===== src/rtl/byte_encode12_pkg.sv =====
// Shared constants, state encoding and the coefficient range helper for the
// ByteEncode12 packer.
package byte_encode12_pkg;

    localparam int KYBER_Q = 3329;
    localparam int KYBER_N = 256;
    localparam int BEAT_W  = 48;
    localparam int WORD_W  = 64;
    localparam int BUF_W   = 112;
    localparam int FILL_W  = 7;

    typedef enum logic [1:0] {
        S_IDLE = 2'd0,
        S_PACK = 2'd1,
        S_DONE = 2'd2
    } state_t;

    // True when any of the four 12-bit coefficients in a beat is >= q.
    function automatic logic beat_out_of_range(input logic [BEAT_W-1:0] beat,
                                               input logic [11:0] q);
        logic hit;
        hit = 1'b0;
        for (int k = 0; k < 4; k++) begin
            if (beat[12*k +: 12] >= q) hit = 1'b1;
        end
        return hit;
    endfunction

endpackage


===== src/rtl/byte_encode12_gearbox.sv =====
// 48-to-64 bit gearbox: accumulates 48-bit beats in a 112-bit buffer and
// emits 64-bit words, with registered ready/valid on both sides.
module byte_encode12_gearbox
    import byte_encode12_pkg::*;
(
    input  logic              i_clk,
    input  logic              i_rst,
    input  logic              i_clear,
    input  logic              i_run_next,
    input  logic              i_allow_next,
    input  logic              i_last_next,
    input  logic [BEAT_W-1:0] i_data,
    input  logic              i_valid,
    output logic              o_ready,
    output logic [WORD_W-1:0] o_data,
    output logic              o_valid,
    input  logic              i_ready,
    output logic              o_last,
    output logic              o_in_fire,
    output logic              o_out_fire
);

    logic [BUF_W-1:0]  buf_q;
    logic [BUF_W-1:0]  buf_shift;
    logic [BUF_W-1:0]  buf_n;
    logic [FILL_W-1:0] fill_q;
    logic [FILL_W-1:0] fill_shift;
    logic [FILL_W-1:0] fill_n;
    logic              valid_n;

    assign o_in_fire  = o_ready && i_valid;
    assign o_out_fire = o_valid && i_ready;

    // A word leaving in the same cycle moves the write offset down by 64,
    // so the incoming beat lands directly above the remaining bits.
    always_comb begin
        buf_shift  = o_out_fire ? (buf_q >> WORD_W) : buf_q;
        fill_shift = o_out_fire ? (fill_q - 7'd64) : fill_q;
        buf_n      = buf_shift;
        fill_n     = fill_shift;
        if (o_in_fire) begin
            buf_n  = buf_shift | ({{(BUF_W-BEAT_W){1'b0}}, i_data} << fill_shift);
            fill_n = fill_shift + 7'd48;
        end
        if (i_clear) begin
            buf_n  = '0;
            fill_n = '0;
        end
        valid_n = i_run_next && (fill_n >= 7'd64);
    end

    always_ff @(posedge i_clk) begin
        if (i_rst) begin
            buf_q   <= '0;
            fill_q  <= '0;
            o_ready <= 1'b0;
            o_valid <= 1'b0;
            o_last  <= 1'b0;
            o_data  <= '0;
        end else begin
            buf_q   <= buf_n;
            fill_q  <= fill_n;
            o_ready <= i_run_next && i_allow_next && (fill_n <= 7'd64);
            o_valid <= valid_n;
            o_last  <= valid_n && i_last_next;
            o_data  <= valid_n ? buf_n[WORD_W-1:0] : '0;
        end
    end

endmodule


===== src/rtl/byte_encode12.sv =====
// ByteEncode12 packer: frames 256 12-bit coefficients (4 per beat) into 48
// little-endian 64-bit words, with a sticky range flag and a done pulse.
module byte_encode12
    import byte_encode12_pkg::*;
#(
    parameter int N_COEFFS = KYBER_N,
    parameter int Q        = KYBER_Q
) (
    input  logic              i_clk,
    input  logic              i_rst,
    input  logic [BEAT_W-1:0] i_coeffs,
    input  logic              i_coeffs_valid,
    output logic              o_coeffs_ready,
    output logic [WORD_W-1:0] o_obytes,
    output logic              o_obytes_valid,
    input  logic              i_obytes_ready,
    output logic              o_obytes_last,
    output logic              o_done,
    output logic              o_range_err,
    output state_t            o_state
);

    localparam int BEATS = N_COEFFS / 4;
    localparam int WORDS = N_COEFFS * 12 / WORD_W;
    localparam int CIW   = $clog2(BEATS + 1);
    localparam int COW   = $clog2(WORDS + 1);
    localparam logic [CIW-1:0] BEATS_C   = CIW'(BEATS);
    localparam logic [COW-1:0] LAST_WORD = COW'(WORDS - 1);
    localparam logic [11:0]    Q_C       = 12'(Q);

    state_t         state;
    state_t         state_n;
    logic [CIW-1:0] cnt_in;
    logic [CIW-1:0] cnt_in_n;
    logic [COW-1:0] cnt_out;
    logic [COW-1:0] cnt_out_n;
    logic           start;
    logic           in_fire;
    logic           out_fire;

    assign o_state = state;

    always_comb begin
        state_n   = state;
        start     = 1'b0;
        cnt_in_n  = cnt_in;
        cnt_out_n = cnt_out;
        case (state)
            S_IDLE: begin
                if (i_coeffs_valid) begin
                    state_n   = S_PACK;
                    start     = 1'b1;
                    cnt_in_n  = '0;
                    cnt_out_n = '0;
                end
            end
            S_PACK: begin
                if (in_fire) cnt_in_n = cnt_in + 1'b1;
                if (out_fire) begin
                    cnt_out_n = cnt_out + 1'b1;
                    if (cnt_out == LAST_WORD) state_n = S_DONE;
                end
            end
            S_DONE:  state_n = S_IDLE;
            default: state_n = S_IDLE;
        endcase
    end

    byte_encode12_gearbox u_gearbox (
        .i_clk       (i_clk),
        .i_rst       (i_rst),
        .i_clear     (start),
        .i_run_next  (state_n == S_PACK),
        .i_allow_next(cnt_in_n < BEATS_C),
        .i_last_next (cnt_out_n == LAST_WORD),
        .i_data      (i_coeffs),
        .i_valid     (i_coeffs_valid),
        .o_ready     (o_coeffs_ready),
        .o_data      (o_obytes),
        .o_valid     (o_obytes_valid),
        .i_ready     (i_obytes_ready),
        .o_last      (o_obytes_last),
        .o_in_fire   (in_fire),
        .o_out_fire  (out_fire)
    );

    always_ff @(posedge i_clk) begin
        if (i_rst) begin
            state       <= S_IDLE;
            cnt_in      <= '0;
            cnt_out     <= '0;
            o_done      <= 1'b0;
            o_range_err <= 1'b0;
        end else begin
            state   <= state_n;
            cnt_in  <= cnt_in_n;
            cnt_out <= cnt_out_n;
            o_done  <= (state_n == S_DONE);
            if (start) begin
                o_range_err <= 1'b0;
            end else if (in_fire && beat_out_of_range(i_coeffs, Q_C)) begin
                o_range_err <= 1'b1;
            end
        end
    end

endmodule


===== config.mk =====
export PLATFORM = sky130hd
export DESIGN_NAME = byte_encode12
export DESIGN_NICKNAME = d
export VERILOG_FILES = /design/src/rtl/byte_encode12_pkg.sv /design/src/rtl/byte_encode12_gearbox.sv /design/src/rtl/byte_encode12.sv
export SDC_FILE = /design/constraint.sdc
export NUM_CORES = 1
export LEC_CHECK = 0
export ABC_AREA = 1
export CAP_MARGIN = 20
export CORE_ASPECT_RATIO = 2
export CORE_MARGIN = 4
export CORE_UTILIZATION = 60
export CTS_CLUSTER_DIAMETER = 120
export DETAILED_ROUTE_END_ITERATION = 12
export DONT_BUFFER_PORTS = 1
export PLACE_DENSITY = 0.77
export SYNTH_ARGS = -nofsm -noshare
export SYNTH_HDL_FRONTEND = slang
export SYNTH_SLANG_ARGS = --single-unit

===== constraint.sdc =====
create_clock -name i_clk -period 2.7 [get_ports i_clk]
set_input_delay 0.54 -clock i_clk [delete_from_list [all_inputs] [get_ports i_clk]]
set_output_delay 0.54 -clock i_clk [all_outputs]
set_load 0.02 [all_outputs]

==> results.json <==
{
  "status": "finished clean",
  "syn_inst": 1717,
  "ioPinCount": 123,
  "synthAdderAreaFrac": 0.00337,
  "route.vias.total": 12269,
  "antenna_found_initial": 0,
  "start_kind": "flop",
  "antenna_cells": 0,
  "die_h_um": 201,
  "syn2layout_area_growth_pct": 7.94,
  "yosysWarnings": 0,
  "port_buffers": 0,
  "clk_latency_ns": 0.51,
  "grt_pass1_wl_um": 67200,
  "critPathKind": "reg2reg",
  "grt_pass1_vias": 11628,
  "cap_violations": 0,
  "netlist_area_um2": 11100,
  "synth-simple-area-share": 0.426,
  "postCtsSetupBuffers": 0,
  "ant_nets": 0,
  "synthXorXnorAreaFrac": 0.00315,
  "post-route-min-period_ns": 2.42,
  "gp_congestion": 1.08,
  "root_buffer": "clkbuf_16",
  "met3_length_um": 3830,
  "rsz0062_at_grt": "no",
  "ctsHoldBuffers": 0,
  "peakVddDrop_uv": 545,
  "slew_headroom": 0.445,
  "crit_arrival_ns": 2.85,
  "nets": 1718,
  "worst_slew_pin_slew_ns": 0.829,
  "grt.overflow.total": 0,
  "yosys-mux-area-fraction": 0.0288,
  "path_clk_slew_ns": 0.07,
  "drt_pass1_iterations": 6,
  "dieArea_um2": 20900,
  "cts.sinks": 203,
  "die_x_um": 104,
  "wl_met2_um": 20500,
  "powerDensity_nw_per_um2": 557,
  "ys_ff_latch": 203,
  "cts_resized": 0,
  "finalMaxSlewViolations": 0,
  "drt-met1-wl_um": 15100,
  "synthTopCellsByArea": "dfxtp_1, nand3_1, nand2_1, a21oi_1, nor2_1",
  "drive_gt1_frac": 0.0579,
  "routed_wl_um": 43500,
  "synth_top_family_by_area": "simple AND/OR/NAND/NOR gates",
  "grtUsageTotal": 0.409,
  "tritoncts": "yes",
  "crit_path_max_fanout": 32,
  "synth_edf_count": 0,
  "wl_per_cell_um": 23.0,
  "async_reset_ff_frac": 0,
  "yosysSeqAreaShare": 0.365,
  "cts_max_path_buffers": 3,
  "post-synth-top-area-cell": "dfxtp_1",
  "period_share": 0.896,
  "max_freq_mhz": 413,
  "cts_buffers": 19,
  "synth_top_area_share": 0.365,
  "highest_layer": "met4",
  "synth_nets": 1772,
  "synth_flop_cell": "dfxtp_1",
  "fin_skew_ns": 0.0285,
  "cp_data_required_time_ns": 3.13,
  "grt_start_max_net_pins": 110,
  "endpoint_kind": "flop",
  "finalHoldViolCount": 0,
  "viasPerCell": 6.48,
  "yosysMostFrequentCell": "nand2_1",
  "htreeDepth": 1,
  "setup_viol": 0,
  "coreArea_um2": 18300,
  "syn_area_per_cell_um2": 6.48,
  "utilization": 0.656,
  "dp_hpwl_um": 32100,
  "leakagePower_nw": 5.33,
  "setup-tns-final_ns": 0,
  "rows": 70,
  "synth_cell_types": 48,
  "synth_compound_area_frac": 0.101,
  "drtIter0Drc": 1216,
  "start_util": 0.608,
  "synth.top_cells.by_count": "nand2_1, nand3_1, dfxtp_1, nor2_1, a21oi_1",
  "power_mw": 6.69,
  "drc": 0,
  "min_path_type": "in2reg"
}
## stage by stage
stage / instance area, um^2 / setup WS, ns / hold WS (ns) / cells
2_1_floorplan: 11100 / 0.604 / 0.445 / 1717
5_1_grt: 12000 / 0.152 / 0.0907 / 1892
3_3_place_gp: 11300 / 0.412 / 0.452 / 1858
3_5_place_dp: 11300 / 0.398 / 0.456 / 1858
6_report: 12000 / 0.280 / 0.0976 / 1892
4_1_cts: 12000 / 0.341 / 0.0941 / 1892
## path summary, 6_finish.rpt
kind	startpoint	endpoint	slack (ns)	depth (start not counted)
max	u_gearbox.fill_q[0]	u_gearbox.o_data[41]	0.28	12
min reg2reg	u_gearbox.buf_q[99]	u_gearbox.buf_q[99]	0.47	2
max reg2reg	u_gearbox.fill_q[0]	u_gearbox.o_data[41]	0.28	12
min	i_rst	cnt_in[5]	0.1	1
## layout make-up
type                            count  area, um^2
Clock buffer                       23         520
Clock inverter                     11         183
Timing Repair Buffer               37         403
Multi-Input combinational cell   1320        6260
Fill cell                        1640        6290
Inverter                           82         313
Tap cell                          216         270
Sequential cell                   203        4070
## worst max-delay path: stages (launching register included)
cell and delay (ns):
dfxtp_1 0.34, inv_2 0.39, buf_4 0.24, nand2_1 0.05, and2_1 0.16, nand2_1 0.08
nand3_1 0.10, nand2_1 0.08, nand2_1 0.11, a21oi_1 0.34, or2_2 0.19, nand3_1 0.11
a21oi_1 0.18
## cell usage in the layout, fill, tap and decap left out, drive strengths merged
master    count
o31ai         1
xor2          4
buf          37
mux2i        32
nor4          9
nor3         10
nor2        138
clkinv        4
clkbuf       23
bufinv        4
a32oi         2
dfxtp       203
clkinvlp      1
o211ai        1
nand4        12
inv          84
ha            3
a22o          1
a211oi        2
o21a          1
a221oi        2
and2          1
a22oi         2
a41oi         1
o22a          5
nand3b        1
o22ai         8
o31a          2
nand2       467
a31oi        12
o21ai        42
or2           4
a2bb2oi       1
a21oi       121
nand3       435
## where the power goes
part | leakage [nW] | switching (mW) | internal [mW]
Clock | 0.343 | 1.21 | 1.79
Combinational | 3.35 | 0.490 | 0.165
Sequential | 1.64 | 0.0166 | 3.02
Total | 5.33 | 1.72 | 4.97
## routing by layer
layer,track usage,vias up
li1,-,5668
met1,0.474,5658
met2,0.673,760
met3,0.0653,183
met4,0.308,0
met5,0,-
## kinds of logic (layout without fill, tap and decap cells)
family / after synthesis / count (layout)
multiplexers: 32 / 32
AND/OR/NAND/NOR: 1077 / 1077
flip-flops: 203 / 203
XOR/XNOR: 4 / 4
buffers and inverters: 194 / 153
AO/OA/AOI/OAI: 204 / 204
adder cells (fa/ha/maj): 3 / 3
## registers in the layout, summed over array words and instances, names as in the netlist, 2 cells and up
name              cells
u_gearbox.fill_q      7
cnt_in                7
u_gearbox.buf_q     112
o_state               2
cnt_out               6
u_gearbox.o_data     64
Power figures use the tool's default switching activity.
